## config.mk

```make
export PLATFORM = sky130hd
export DESIGN_NAME = pwm_gen
export DESIGN_NICKNAME = d
export VERILOG_FILES = /design/src/rtl/pwm_gen.sv
export SDC_FILE = /design/constraint.sdc
export NUM_CORES = 1
export LEC_CHECK = 0
export CAP_MARGIN = 20
export CORE_ASPECT_RATIO = 1.75
export CORE_MARGIN = 1.5
export CORE_UTILIZATION = 38
export CTS_BUF_LIST = sky130_fd_sc_hd__clkbuf_2 sky130_fd_sc_hd__clkbuf_4 sky130_fd_sc_hd__clkbuf_8
export DETAILED_ROUTE_END_ITERATION = 12
export HOLD_SLACK_MARGIN = 0.08
export MAX_ROUTING_LAYER = met4
export SYNTH_ARGS = -nofsm -noshare
export SYNTH_HDL_FRONTEND = slang
export SYNTH_HIERARCHICAL = 1
export SYNTH_SLANG_ARGS = --single-unit
export TNS_END_PERCENT = 5
```

## constraint.sdc

```tcl
create_clock -name clk -period 2.19 [get_ports clk]
set_input_delay 0.5475 -clock clk [delete_from_list [all_inputs] [get_ports clk]]
set_output_delay 0.5475 -clock clk [all_outputs]
set_load 0.02 [all_outputs]
```

## src/rtl/pwm_gen.sv

```systemverilog
// -----------------------------------------------------------------------------
// pwm_gen : fixed-frequency PWM generator with button-stepped duty cycle.
//
// Two request inputs step the duty up or down by one step on each rising edge.
// The duty saturates at 0 and DUTY_STEPS and never wraps. Both inputs may be
// asynchronous to clk and are synchronised internally.
//
// Ports
//   clk        in  1  system clock, all logic on the rising edge
//   reset      in  1  synchronous reset, active low
//   i_increase in  1  duty-up request, one step per rising edge
//   i_decrease in  1  duty-down request, one step per rising edge
//   o_pwm      out 1  registered PWM output
// -----------------------------------------------------------------------------

// Per-input synchroniser followed by a registered rising-edge detector.
// rise_o pulses for one clock, SYNC_STAGES+1 clocks after d_i rises.
module pwm_gen_edge #(
    parameter int SYNC_STAGES = 2
) (
    input  logic clk,
    input  logic reset,
    input  logic d_i,
    output logic rise_o
);
    logic [SYNC_STAGES-1:0] sync_q;
    logic                   sync_d_q;
    logic                   rise_q;

    always_ff @(posedge clk) begin
        if (!reset) begin
            sync_q   <= '0;
            sync_d_q <= 1'b0;
            rise_q   <= 1'b0;
        end else begin
            sync_q   <= {sync_q[SYNC_STAGES-2:0], d_i};
            sync_d_q <= sync_q[SYNC_STAGES-1];
            rise_q   <= sync_q[SYNC_STAGES-1] & ~sync_d_q;
        end
    end

    assign rise_o = rise_q;
endmodule

module pwm_gen #(
    parameter int PERIOD      = 10,
    parameter int DUTY_STEPS  = 10,
    parameter int DUTY_INIT   = 5,
    parameter int SYNC_STAGES = 2
) (
    input  logic clk,
    input  logic reset,
    input  logic i_increase,
    input  logic i_decrease,
    output logic o_pwm
);
    localparam int CW   = $clog2(PERIOD);
    localparam int DW   = $clog2(DUTY_STEPS + 1);
    localparam int TW   = $clog2(PERIOD + 1);
    localparam int STEP = PERIOD / DUTY_STEPS;

    // Lane 0 = increase, lane 1 = decrease.
    localparam int NUM_LANES = 2;

    logic [NUM_LANES-1:0] req;
    logic [NUM_LANES-1:0] rise;

    assign req = {i_decrease, i_increase};

    for (genvar l = 0; l < NUM_LANES; l++) begin : g_edge
        pwm_gen_edge #(.SYNC_STAGES(SYNC_STAGES)) u_edge (
            .clk    (clk),
            .reset  (reset),
            .d_i    (req[l]),
            .rise_o (rise[l])
        );
    end

    logic [CW-1:0] cnt_q,       cnt_d;
    logic [DW-1:0] duty_pend_q, duty_pend_d;
    logic [DW-1:0] duty_act_q,  duty_act_d;
    logic          pwm_q,       pwm_d;
    logic [TW-1:0] threshold;
    logic          last;

    assign last      = (cnt_q == CW'(PERIOD - 1));
    assign threshold = TW'(duty_act_q) * TW'(STEP);

    always_comb begin
        cnt_d       = last ? '0 : cnt_q + 1'b1;
        duty_pend_d = duty_pend_q;
        duty_act_d  = duty_act_q;

        // Simultaneous up and down requests cancel out.
        if (rise[0] && !rise[1]) begin
            if (duty_pend_q != DW'(DUTY_STEPS)) duty_pend_d = duty_pend_q + 1'b1;
        end else if (rise[1] && !rise[0]) begin
            if (duty_pend_q != '0) duty_pend_d = duty_pend_q - 1'b1;
        end

        // Pending duty only takes effect at a period boundary, so a period
        // in flight is never shortened or stretched (no runt pulses).
        if (last) duty_act_d = duty_pend_q;

        pwm_d = (TW'(cnt_q) < threshold);
    end

    always_ff @(posedge clk) begin
        if (!reset) begin
            cnt_q       <= '0;
            duty_pend_q <= DW'(DUTY_INIT);
            duty_act_q  <= DW'(DUTY_INIT);
            pwm_q       <= 1'b0;
        end else begin
            cnt_q       <= cnt_d;
            duty_pend_q <= duty_pend_d;
            duty_act_q  <= duty_act_d;
            pwm_q       <= pwm_d;
        end
    end

    assign o_pwm = pwm_q;
endmodule

```

==> results of run 1 <==
==> metal layers <==
layer  GRT usage (%)  routed length, µm
met1            12.8                572
met2            21.0                734
met3            4.87                 31
met4            6.25                 14
met5               -                  0
==> area by class of cell <==
type	count	area, µm²	share of cell area [%]
timing repair buffer	5	47.5	4.53
sequential	21	420	40.0
clock inverter	1	7.51	0.715
clock buffer	3	41.3	3.93
inverter	7	26.3	2.50
tap	25	31.3	2.98
multi-input combinational	60	475	45.3
==> flip-flops by register name (all words and copies together) (netlist names) <==
| name | flops |
|---|---|
| cnt_q | 4 |
| o_pwm | 1 |
| duty_act_q | 4 |
| duty_pend_q | 4 |
| g_edge.u_edge/rise_o | 2 |
| g_edge.u_edge/sync_q | 4 |
| g_edge.u_edge/sync_d_q | 2 |
==> worst paths after layout <==
path / slack [ns] / to / from
max: 0.16 / duty_pend_q[3]$_SDFFE_PN0P_ / g_edge[1].u_edge/rise_o$_SDFF_PN0_
min: 0.44 / g_edge[1].u_edge/sync_q[1]$_SDFF_PN0_ / g_edge[1].u_edge/sync_q[0]$_SDFF_PN0_
max reg2reg: 0.16 / duty_pend_q[3]$_SDFFE_PN0P_ / g_edge[1].u_edge/rise_o$_SDFF_PN0_
min reg2reg: 0.44 / g_edge[1].u_edge/sync_q[1]$_SDFF_PN0_ / g_edge[1].u_edge/sync_q[0]$_SDFF_PN0_
==> stage by stage <==
| step | hold slack (ns) | util, % | total power, mW | cells | setup WS, ns |
|---|---|---|---|---|---|
| 2_1_floorplan | 0.420 | - | 0.461 | 88 | 0.271 |
| 3_3_place_gp | 0.422 | 43.4 | 0.483 | 118 | 0.215 |
| 3_5_place_dp | 0.426 | 43.4 | 0.485 | 118 | 0.144 |
| 4_1_cts | 0.445 | 45.5 | 0.743 | 122 | 0.125 |
| 5_1_grt | 0.464 | 45.6 | 0.771 | 122 | 0.0352 |
| 6_report | 0.442 | 45.6 | 0.728 | 122 | 0.164 |
==> power breakdown <==
part / switching, mW / internal, mW / total (mW)
Sequential: 0.0134 / 0.396 / 0.410
Combinational: 0.0293 / 0.0365 / 0.0658
Clock: 0.125 / 0.128 / 0.253
Total: 0.167 / 0.561 / 0.728
==> kinds of logic (layout without fill, tap and decap cells) <==
| group | after synthesis | in the layout | share of synthesized area (%) |
|---|---|---|---|
| compound gates | 13 | 13 | 11.4 |
| fa+ha+maj | 9 | 9 | 13.1 |
| simple gates | 31 | 31 | 19.7 |
| flops | 21 | 21 | 45.7 |
| buf+inv | 7 | 16 | 2.86 |
| mux | 4 | 4 | 4.35 |
| xor+xnor | 3 | 3 | 2.86 |
==> layout by cell type (no fill, tap or decap), types with 4 or more instances in the layout <==
cell type,synthesis,layout
sky130_fd_sc_hd__ha_1,8,7
sky130_fd_sc_hd__nand2_1,7,7
sky130_fd_sc_hd__dfxtp_1,21,21
sky130_fd_sc_hd__and2_2,6,6
sky130_fd_sc_hd__mux2i_1,4,4
sky130_fd_sc_hd__clkdlybuf4s50_1,0,4
sky130_fd_sc_hd__inv_1,7,7
sky130_fd_sc_hd__nor2_1,6,6
==> synth_stat cells (2+ instances only) <==
cell type and count:
sky130_fd_sc_hd__dfxtp_1 21, sky130_fd_sc_hd__ha_1 8, sky130_fd_sc_hd__inv_1 7, sky130_fd_sc_hd__nand2_1 7, sky130_fd_sc_hd__and2_2 6, sky130_fd_sc_hd__nor2_1 6, sky130_fd_sc_hd__mux2i_1 4, sky130_fd_sc_hd__a21o_1 3
sky130_fd_sc_hd__o21ai_0 3, sky130_fd_sc_hd__xnor2_1 3, sky130_fd_sc_hd__a21oi_1 2, sky130_fd_sc_hd__and3b_1 2, sky130_fd_sc_hd__nand2b_1 2
==> critical path: cells and delay by family, from the launching register on <==
family / cells / cell delay, ns
simple gates: 2 / 0.56
fa+ha+maj: 2 / 0.52
flops: 1 / 0.30
compound gates: 1 / 0.25
mux: 1 / 0.19
buf+inv: 2 / 0.14
==> results.txt, run 1 <==
Arrival time worst endpoint -> 2.22 ns
Final estimated routing congestion in global placement -> 0.721
Peak supply drop -> 388 µV
Post-route clock skew -> 0.00193 ns
Insertion delay of the later-clocked pin in the worst-skew pair -> 0.26 ns
Count of hold buffers inserted by post-cts repair -> 0
Crit-path max FO -> 5
Synthesis Warnings -> 6
Largest stage delay on the critical path -> 0.36 ns
Cell depth of the worst hold path -> 1
Filler cell count -> 224
Total I/O pin count -> 5
Total count of max-transition violations in the final report -> 0
Clock input transition at the sequential cells of the worst setup and hold paths -> 0.08 ns
Critical path data required time -> 2.38 ns
Total wire length -> 1.35 mm
Placement row count -> 23
Post-CTS sizing -> 0
Root cell of the clock tree -> sky130_fd_sc_hd__clkbuf_8
Per-instance average area after synthesis -> 10.5 µm²
Count of different cell masters after synthesis -> 27
Total die area -> 2740 µm²
Die H -> 68.1 µm
Horizontal extent of the die -> 40.2 µm
Total track usage -> 12.8%
Number of I/O port buffers -> 4
Number of vias after detailed routing -> 604
Initial antenna violation count -> 0
Post-detailed-placement half-perimeter wirelength -> 1.05 mm
Clock tree from TritonCTS -> done
Buffers inserted by post-CTS timing repair -> 0
DR DRC count -> 0
Power per standard cell area -> 694 nW/µm²
Clk buf depth -> 2
Antenna diode count -> 0
Final hold violations -> 0
Global-route congestion overflow total -> 0
Largest area contributor in the synthesized netlist -> sky130_fd_sc_hd__dfxtp_1
Share of layout cells above drive strength 1 -> 16.5%
Total CTS buffers -> 3
Depth of the worst register-to-register path -> 8
Cell-by-cell listing of the critical path -> inv_1, ha_2, inv_1, ha_1, and3_1, or3_1, a211oi_2, mux2i_1
Final standard cell area without fillers -> 1050 µm²
Worst relative slew slack -> 79.0%
CP Class -> flip-flop to flip-flop
Setup violation total in the final timing report -> 0
Post-Synthesis Net Count -> 101
Total Nets Final -> 111
Leak Pwr -> 0.456 nW
Starting DRT DRC Count -> 9
Final Critical Period -> 2.03 ns
Part of the cycle the worst path needs -> 92.5%
H-tree depth reported by CTS -> 1
Slowest-stage cell, CP -> sky130_fd_sc_hd__or3_1
P&R area growth vs syn -> 14.2%
Proportion of netlist area held by the largest area contributor -> 45.7%
Worst setup SP type -> flip-flop
Sequential share of the synthesized area -> 45.7%
First drt pass iteration count -> 3
Most frequent cell on the critical path -> sky130_fd_sc_hd__inv_1
Global-route wire length before repair -> 2.24 mm
Number of flops mapped to enable cells by yosys -> 0
Min-delay worst type -> flip-flop to flip-flop
Ratio of routed vias to standard cells -> 4.95
Clk sinks -> 21
Status -> completed
Count of nets left with antenna violations after detail routing -> 0
Placeable Area -> 2300 µm²
Cell Area, Placed -> 998 µm²
Cells after synthesis -> 88
Starting utilization of the core area -> 39.9%
MaxCap Viol Count -> 0
Pin count of the biggest net entering global routing -> 15
Worst-Margin Slew -> 0.315 ns
CP Capture Type -> flip-flop
Top area cells in the synthesized netlist -> sky130_fd_sc_hd__dfxtp_1 46%, sky130_fd_sc_hd__ha_1 11%, sky130_fd_sc_hd__and2_2 4.9%
Sum Neg Setup Slack -> 0 ns
Syn Std Cell Area -> 920 µm²
Top achievable clock speed -> 494 MHz
Number of global-route vias before repair -> 534
Primary flip-flop cell chosen by synthesis mapping -> sky130_fd_sc_hd__dfxtp_1
Synthesized flop and latch total -> 21
Routed wire length per instance -> 11.1 µm
Async SR Flop Fraction -> 0%
RSZ-0062 raised after global routing -> false
Power figures use the tool's default switching activity.
==> inputs of run 2 (changes only) <==
==> constraint.sdc (replaced) <==
create_clock -name clk -period 1.8 [get_ports clk]
set_input_delay 0.45 -clock clk [delete_from_list [all_inputs] [get_ports clk]]
set_output_delay 0.45 -clock clk [all_outputs]
set_load 0.02 [all_outputs]
==> results.txt, run 2 (synthesized netlist as in run 1, its figures left out) <==
Status -> finished with violations
Failing checks -> setup timing
Clock input transition at the sequential cells of the worst setup and hold paths -> 0.07 ns (about the same)
Setup violation total in the final timing report -> 1 (+1)
Crit-path max FO -> 3 (-2)
CP Class -> flip-flop to flip-flop
Largest stage delay on the critical path -> 0.36 ns (about the same)
Horizontal extent of the die -> 40.2 µm (unchanged)
Total Nets Final -> 115 (+3.6%)
Post-route clock skew -> 0.00277 ns (+0.000832 ns)
Worst reg2reg path startpoint -> g_edge[1].u_edge/rise_o$_SDFF_PN0_
Most frequent cell on the critical path -> sky130_fd_sc_hd__ha_4
Clk buf depth -> 2 (unchanged)
Placeable Area -> 2300 µm² (unchanged)
Cell-by-cell listing of the critical path -> inv_2, ha_4, inv_4, ha_4, and3_4, or3_4, a211oi_2, mux2i_1
Count of nets left with antenna violations after detail routing -> 0 (unchanged)
Total die area -> 2740 µm² (unchanged)
Routed wire length per instance -> 13.0 µm (+17%)
Ratio of routed vias to standard cells -> 5.16 (+4.2%)
Share of layout cells above drive strength 1 -> 27.7% (+11 points)
Final hold violations -> 0 (unchanged)
Global-route congestion overflow total -> 0 (unchanged)
Min-delay worst type -> flip-flop to flip-flop
Total count of max-transition violations in the final report -> 0 (unchanged)
Number of cells after detailed placement -> 122 (+3.4%)
Total CTS buffers -> 3 (unchanged)
Worst setup SP type -> flip-flop
Post-detailed-placement half-perimeter wirelength -> 1.22 mm (+16%)
Worst-Margin Slew -> 0.325 ns (+0.00979 ns)
Proportion of power drawn by flip-flops and latches -> 54.2% (-2.0 points)
Crit. Startpoint -> g_edge[1].u_edge/rise_o$_SDFF_PN0_
Cell depth of the worst hold path -> 1 (unchanged)
Number of I/O port buffers -> 4 (unchanged)
P&R area growth vs syn -> 22.9%
Global-route wire length before repair -> 2.64 mm (+18%)
Slowest-stage cell, CP -> sky130_fd_sc_hd__or3_4
Total power -> 0.916 mW (+26%)
Final estimated routing congestion in global placement -> 0.803 (+11%)
Depth of the worst register-to-register path -> 8 (unchanged)
Total wire length -> 1.64 mm (+21%)
Pin count of the biggest net entering global routing -> 15 (unchanged)
Final instance count without filler cells -> 126 (+3.3%)
Top library cells by usage in the layout, fill and taps aside -> 19 x sky130_fd_sc_hd__dfxtp_1, 7 x sky130_fd_sc_hd__nand2_1, 6 x sky130_fd_sc_hd__nor2_1, 6 x sky130_fd_sc_hd__and2_2
Total track usage -> 15.1% (+2.3 points)
Leak Pwr -> 0.487 nW (+6.7%)
Starting DRT DRC Count -> 8 (-1)
H-tree depth reported by CTS -> 1 (unchanged)
Root cell of the clock tree -> sky130_fd_sc_hd__clkbuf_8
Count of hold buffers inserted by post-cts repair -> 0 (unchanged)
Final standard cell area without fillers -> 1130 µm² (+7.6%)
Arrival time worst endpoint -> 2.00 ns (-0.22 ns)
Top achievable clock speed -> 552 MHz (+12%)
DR DRC count -> 0 (unchanged)
Post-layout worst setup margin -> -0.0117 ns (-0.176 ns)
Final Critical Period -> 1.81 ns (-0.214 ns)
RSZ-0062 raised after global routing -> true
Part of the cycle the worst path needs -> 101% (+8.1 points)
Peak supply drop -> 427 µV (+9.9%)
Worst Min Path Start -> g_edge[1].u_edge/sync_q[0]$_SDFF_PN0_
Starting utilization of the core area -> 39.9% (unchanged)
Antenna diode count -> 0 (unchanged)
MaxCap Viol Count -> 0 (unchanged)
Commonest non-fill, non-tap cell in the layout -> sky130_fd_sc_hd__dfxtp_1
Net switching fraction of the power -> 22.1% (-0.86 points)
Internal portion of total power -> 0.714 mW (+27%)
Clk pwr share -> 34.6% (about the same)
Cell Area, Placed -> 1040 µm² (+4.5%)
Worst relative slew slack -> 78.3% (-0.69 points)
Clock tree from TritonCTS -> done
Power per standard cell area -> 811 nW/µm² (+17%)
First drt pass iteration count -> 4 (+1)
Switching component of the power -> 0.203 mW (+21%)
Initial antenna violation count -> 0 (unchanged)
Worst slack on hold paths -> 0.441 ns (-0.00143 ns)
Total I/O pin count -> 5 (unchanged)
Insertion delay of the later-clocked pin in the worst-skew pair -> 0.26 ns (about the same)
Placement row count -> 23 (unchanged)
Die H -> 68.1 µm (unchanged)
Number of global-route vias before repair -> 637 (+19%)
Critical path data required time -> 1.99 ns (-0.39 ns)
Combinational fraction of design power -> 11.2% (+2.2 points)
Clk sinks -> 21 (unchanged)
Number of vias after detailed routing -> 650 (+7.6%)
Buffers inserted by post-CTS timing repair -> 0 (unchanged)
CP Capture Type -> flip-flop
run 2: cell types whose count changed in the layout (fill, tap and decap cells not counted), sizes merged:
cell / delta
buf: +4
clkbuf: +1
clkinvlp: -1
run 2: final cells by class:
cell class	count	area, µm²
clock buffer	4	48.8
fill	221	1170
inverter	7	28.8
multi-input combinational	60	520
sequential	21	423
tap	25	31.3
timing repair buffer	9	77.6
run 2: timing repair:
| action | 4_1_cts | 5_1_grt |
|---|---|---|
| pin swaps | 1 | 5 |
| gates resized for setup | 1 | 7 |
| setup endpoints to repair | 1 | 2 |
run 2: power groups by stage:
stage / combinational (mW) / clock [mW] / sequential (mW)
4_1_cts: 0.0992 / 0.333 / 0.496
5_1_grt: 0.114 / 0.347 / 0.499
3_5_place_dp: 0.0951 / 0 / 0.507
6_report: 0.103 / 0.317 / 0.496
2_1_floorplan: 0.0562 / 0 / 0.508
3_3_place_gp: 0.0918 / 0 / 0.507
run 2: path summary, 6_finish.rpt:
path / to / slack, ns
worst max-delay path: duty_pend_q[3]$_SDFFE_PN0P_ / -0.01
worst min-delay path: g_edge[1].u_edge/sync_q[1]$_SDFF_PN0_ / 0.44
worst max register to register: duty_pend_q[3]$_SDFFE_PN0P_ / -0.01
worst min register to register: g_edge[1].u_edge/sync_q[1]$_SDFF_PN0_ / 0.44
run 2: critical path: cells and delay by family (launching register included):
kind	cells	cell delay, ns
AOI/OAI and AO/OA	1	0.24
adders and majority gates	2	0.34
buffers and inverters	2	0.12
DFF	1	0.32
muxes	1	0.19
and+or+nand+nor	2	0.53
run 2: stage by stage:
| step | setup WS (ns) | util (%) | setup TNS, ns |
|---|---|---|---|
| after global placement | 0.00654 | 45.3 | 0 |
| after CTS | -0.0214 | 47.7 | -0.0214 |
| final | -0.0117 | 49.1 | -0.0117 |
| after global routing | -0.0561 | 49.1 | -0.0628 |
| after detailed placement | -0.0183 | 45.3 | -0.0183 |
| after floorplan | 0.0115 | - | 0 |
run 2: metal layers:
layer  global-route usage [%]  wire length, µm  vias to the layer above
met5                        -                0                        -
met4                     11.7               53                        0
met3                     1.95               38                        6
met2                     27.4              944                       15
met1                     12.7              600                      306
li1                         -                -                      323
==> inputs of run 3 (changes only) <==
--- a/config.mk
+++ b/config.mk
@@ -11,6 +11,7 @@
 export CORE_UTILIZATION = 38
 export CTS_BUF_LIST = sky130_fd_sc_hd__clkbuf_2 sky130_fd_sc_hd__clkbuf_4 sky130_fd_sc_hd__clkbuf_8
 export DETAILED_ROUTE_END_ITERATION = 12
+export GPL_TIMING_DRIVEN = 0
 export HOLD_SLACK_MARGIN = 0.08
 export MAX_ROUTING_LAYER = met4
 export SYNTH_ARGS = -nofsm -noshare
==> results.txt, run 3 (synthesized netlist as in run 1, its figures left out) <==
Total track usage -> 14.6% (-0.52 points)
Routed wire length per instance -> 12.6 µm (-2.6%)
Count of nets left with antenna violations after detail routing -> 0 (unchanged)
Die H -> 68.1 µm (unchanged)
Worst Min Path Start -> g_edge[1].u_edge/sync_q[0]$_SDFF_PN0_
Placement row count -> 23 (unchanged)
Total power -> 0.910 mW (-0.67%)
Highest metal used -> met4
Top achievable clock speed -> 557 MHz (+0.88%)
Ratio of routed vias to standard cells -> 5.25 (+1.8%)
Clk sinks -> 21 (unchanged)
Min-delay worst type -> flip-flop to flip-flop
Arrival time worst endpoint -> 1.99 ns (about the same)
Total wire length -> 1.57 mm (-4.2%)
Pin count of the biggest net entering global routing -> 16 (+1)
MaxCap Viol Count -> 0 (unchanged)
Global-route wire length before repair -> 2.73 mm (+3.4%)
Part of the cycle the worst path needs -> 99.8% (-0.87 points)
Clock tree from TritonCTS -> done
Total CTS buffers -> 3 (unchanged)
Number of global-route vias before repair -> 659 (+3.5%)
Clock input transition at the sequential cells of the worst setup and hold paths -> 0.07 ns (about the same)
Reg area -> 423 µm² (unchanged)
Number of vias after detailed routing -> 651 (+0.15%)
Setup violation total in the final timing report -> 0 (-1)
Cell-by-cell listing of the critical path -> inv_2, ha_4, inv_4, ha_4, and3_4, or3_4, a211oi_2, mux2i_1
Metal-1 WL -> 622 µm (+3.7%)
Met2 wire length -> 907 µm (-3.9%)
Global-route congestion overflow total -> 0 (unchanged)
Final instance count without filler cells -> 124 (-1.6%)
DR DRC count -> 0 (unchanged)
Crit. Startpoint -> g_edge[1].u_edge/rise_o$_SDFF_PN0_
Worst-Margin Slew -> 0.428 ns (+0.103 ns)
RSZ-0062 raised after global routing -> true
Critical path data required time -> 1.99 ns (about the same)
Commonest non-fill, non-tap cell in the layout -> sky130_fd_sc_hd__dfxtp_1
Number of cells after detailed placement -> 117 (-4.1%)
Status -> completed
Antenna diode count -> 0 (unchanged)
Filler cell count -> 230 (+4.1%)
Placeable Area -> 2300 µm² (unchanged)
Total die area -> 2740 µm² (unchanged)
Worst relative slew slack -> 71.4% (-6.9 points)
Worst slack on hold paths -> 0.450 ns (+0.00888 ns)
Number of I/O port buffers -> 4 (unchanged)
Post-route clock skew -> 0.000855 ns (-0.00191 ns)
Most frequent cell on the critical path -> sky130_fd_sc_hd__ha_4
Insertion delay of the later-clocked pin in the worst-skew pair -> 0.25 ns (about the same)
H-tree depth reported by CTS -> 1 (unchanged)
P&R area growth vs syn -> 22.4%
Largest stage delay on the critical path -> 0.37 ns (about the same)
Sum Neg Setup Slack -> 0 ns (+0.0117 ns)
First drt pass iteration count -> 4 (unchanged)
Area of combinational cells with multiple inputs -> 532 µm² (+2.2%)
Worst reg2reg path startpoint -> g_edge[1].u_edge/rise_o$_SDFF_PN0_
Post-detailed-placement half-perimeter wirelength -> 1.10 mm (-10%)
Starting DRT DRC Count -> 7 (-1)
Horizontal extent of the die -> 40.2 µm (unchanged)
Root cell of the clock tree -> sky130_fd_sc_hd__clkbuf_8
CP Class -> flip-flop to flip-flop
Top library cells by usage in the layout, fill and taps aside -> 19 x sky130_fd_sc_hd__dfxtp_1, 7 x sky130_fd_sc_hd__nand2_1, 6 x sky130_fd_sc_hd__nor2_1, 6 x sky130_fd_sc_hd__and2_2
Final estimated routing congestion in global placement -> 0.705 (-12%)
Clk buf depth -> 2 (unchanged)
Share of layout cells above drive strength 1 -> 28.3% (+0.56 points)
Count of hold buffers inserted by post-cts repair -> 0 (unchanged)
Final Critical Period -> 1.80 ns (-0.0157 ns)
Power per standard cell area -> 808 nW/µm² (-0.34%)
Total I/O pin count -> 5 (unchanged)
Starting utilization of the core area -> 39.9% (unchanged)
Final hold violations -> 0 (unchanged)
CP Capture Type -> flip-flop
Total Nets Final -> 113 (-1.7%)
Slowest-stage cell, CP -> sky130_fd_sc_hd__or3_4
Detail Route met3 WL -> 24 µm (-37%)
Leak Pwr -> 0.479 nW (-1.6%)
Peak supply drop -> 460 µV (+7.8%)
Total count of max-transition violations in the final report -> 0 (unchanged)
Crit-path max FO -> 3 (unchanged)
Initial antenna violation count -> 0 (unchanged)
Worst setup SP type -> flip-flop
## run 3: cell count changes in the layout (fill, tap and decap cells not counted)
cell and change:
sky130_fd_sc_hd__nor3_2 +1, sky130_fd_sc_hd__a21oi_1 -1, sky130_fd_sc_hd__o21ai_0 -1, sky130_fd_sc_hd__nor3_1 -1, sky130_fd_sc_hd__buf_4 -2, sky130_fd_sc_hd__or3b_2 -1
sky130_fd_sc_hd__o21ai_1 +1, sky130_fd_sc_hd__or3b_4 +1, sky130_fd_sc_hd__a21oi_2 +1
## run 3: cell type report
| type | instances | share of cell area, % |
|---|---|---|
| clock buffer | 4 | 4.33 |
| inverter | 7 | 2.56 |
| multi-input combinational | 60 | 47.2 |
| sequential | 21 | 37.6 |
| tap | 25 | 2.78 |
| timing repair buffer | 7 | 5.56 |
## run 3: report_power, final
part / switching, mW / internal [mW]
Clock: 0.143 / 0.172
Combinational: 0.0396 / 0.0544
Sequential: 0.0186 / 0.483
## run 3: path summary, 6_finish.rpt
path                                           endpoint  slack [ns]  cells after the start
setup / recovery            duty_pend_q[3]$_SDFFE_PN0P_       0.004                      8
hold / removal    g_edge[1].u_edge/sync_q[1]$_SDFF_PN0_        0.45                      1
setup reg to reg            duty_pend_q[3]$_SDFFE_PN0P_       0.004                      8
hold reg to reg   g_edge[1].u_edge/sync_q[1]$_SDFF_PN0_        0.45                      1
## run 3: routing by layer
metal,global-route usage (%),vias up
met1,15.9,323
li1,-,321
met5,-,-
met3,2.92,2
met4,7.50,0
met2,24.0,5
## run 3: metrics by stage
step / setup slack (ns) / utilization [%] / area (µm²)
after floorplan: 0.0115 / - / 935
after global placement: -0.0639 / 43.7 / 1010
after detailed placement: -0.104 / 43.7 / 1010
after CTS: -0.0671 / 48.2 / 1110
after global routing: -0.0821 / 48.9 / 1130
final: 0.00407 / 48.9 / 1130
## run 3: critical path: cells and delay by family, from the launching register on
kind                     cells  cell delay (ns)
AND/OR/NAND/NOR              2             0.54
flip-flops                   1             0.33
buffers and inverters        2             0.11
multiplexers                 1             0.19
adder cells (fa/ha/maj)      2             0.36
AO/OA/AOI/OAI                1             0.21
## run 3: repair_timing
action	in CTS	in global routing
hold endpoints to repair	0	0
buffers inserted	3	0
gates cloned	0	0
setup endpoints to repair	1	3
pin swaps	5	5
gates resized for setup	6	6
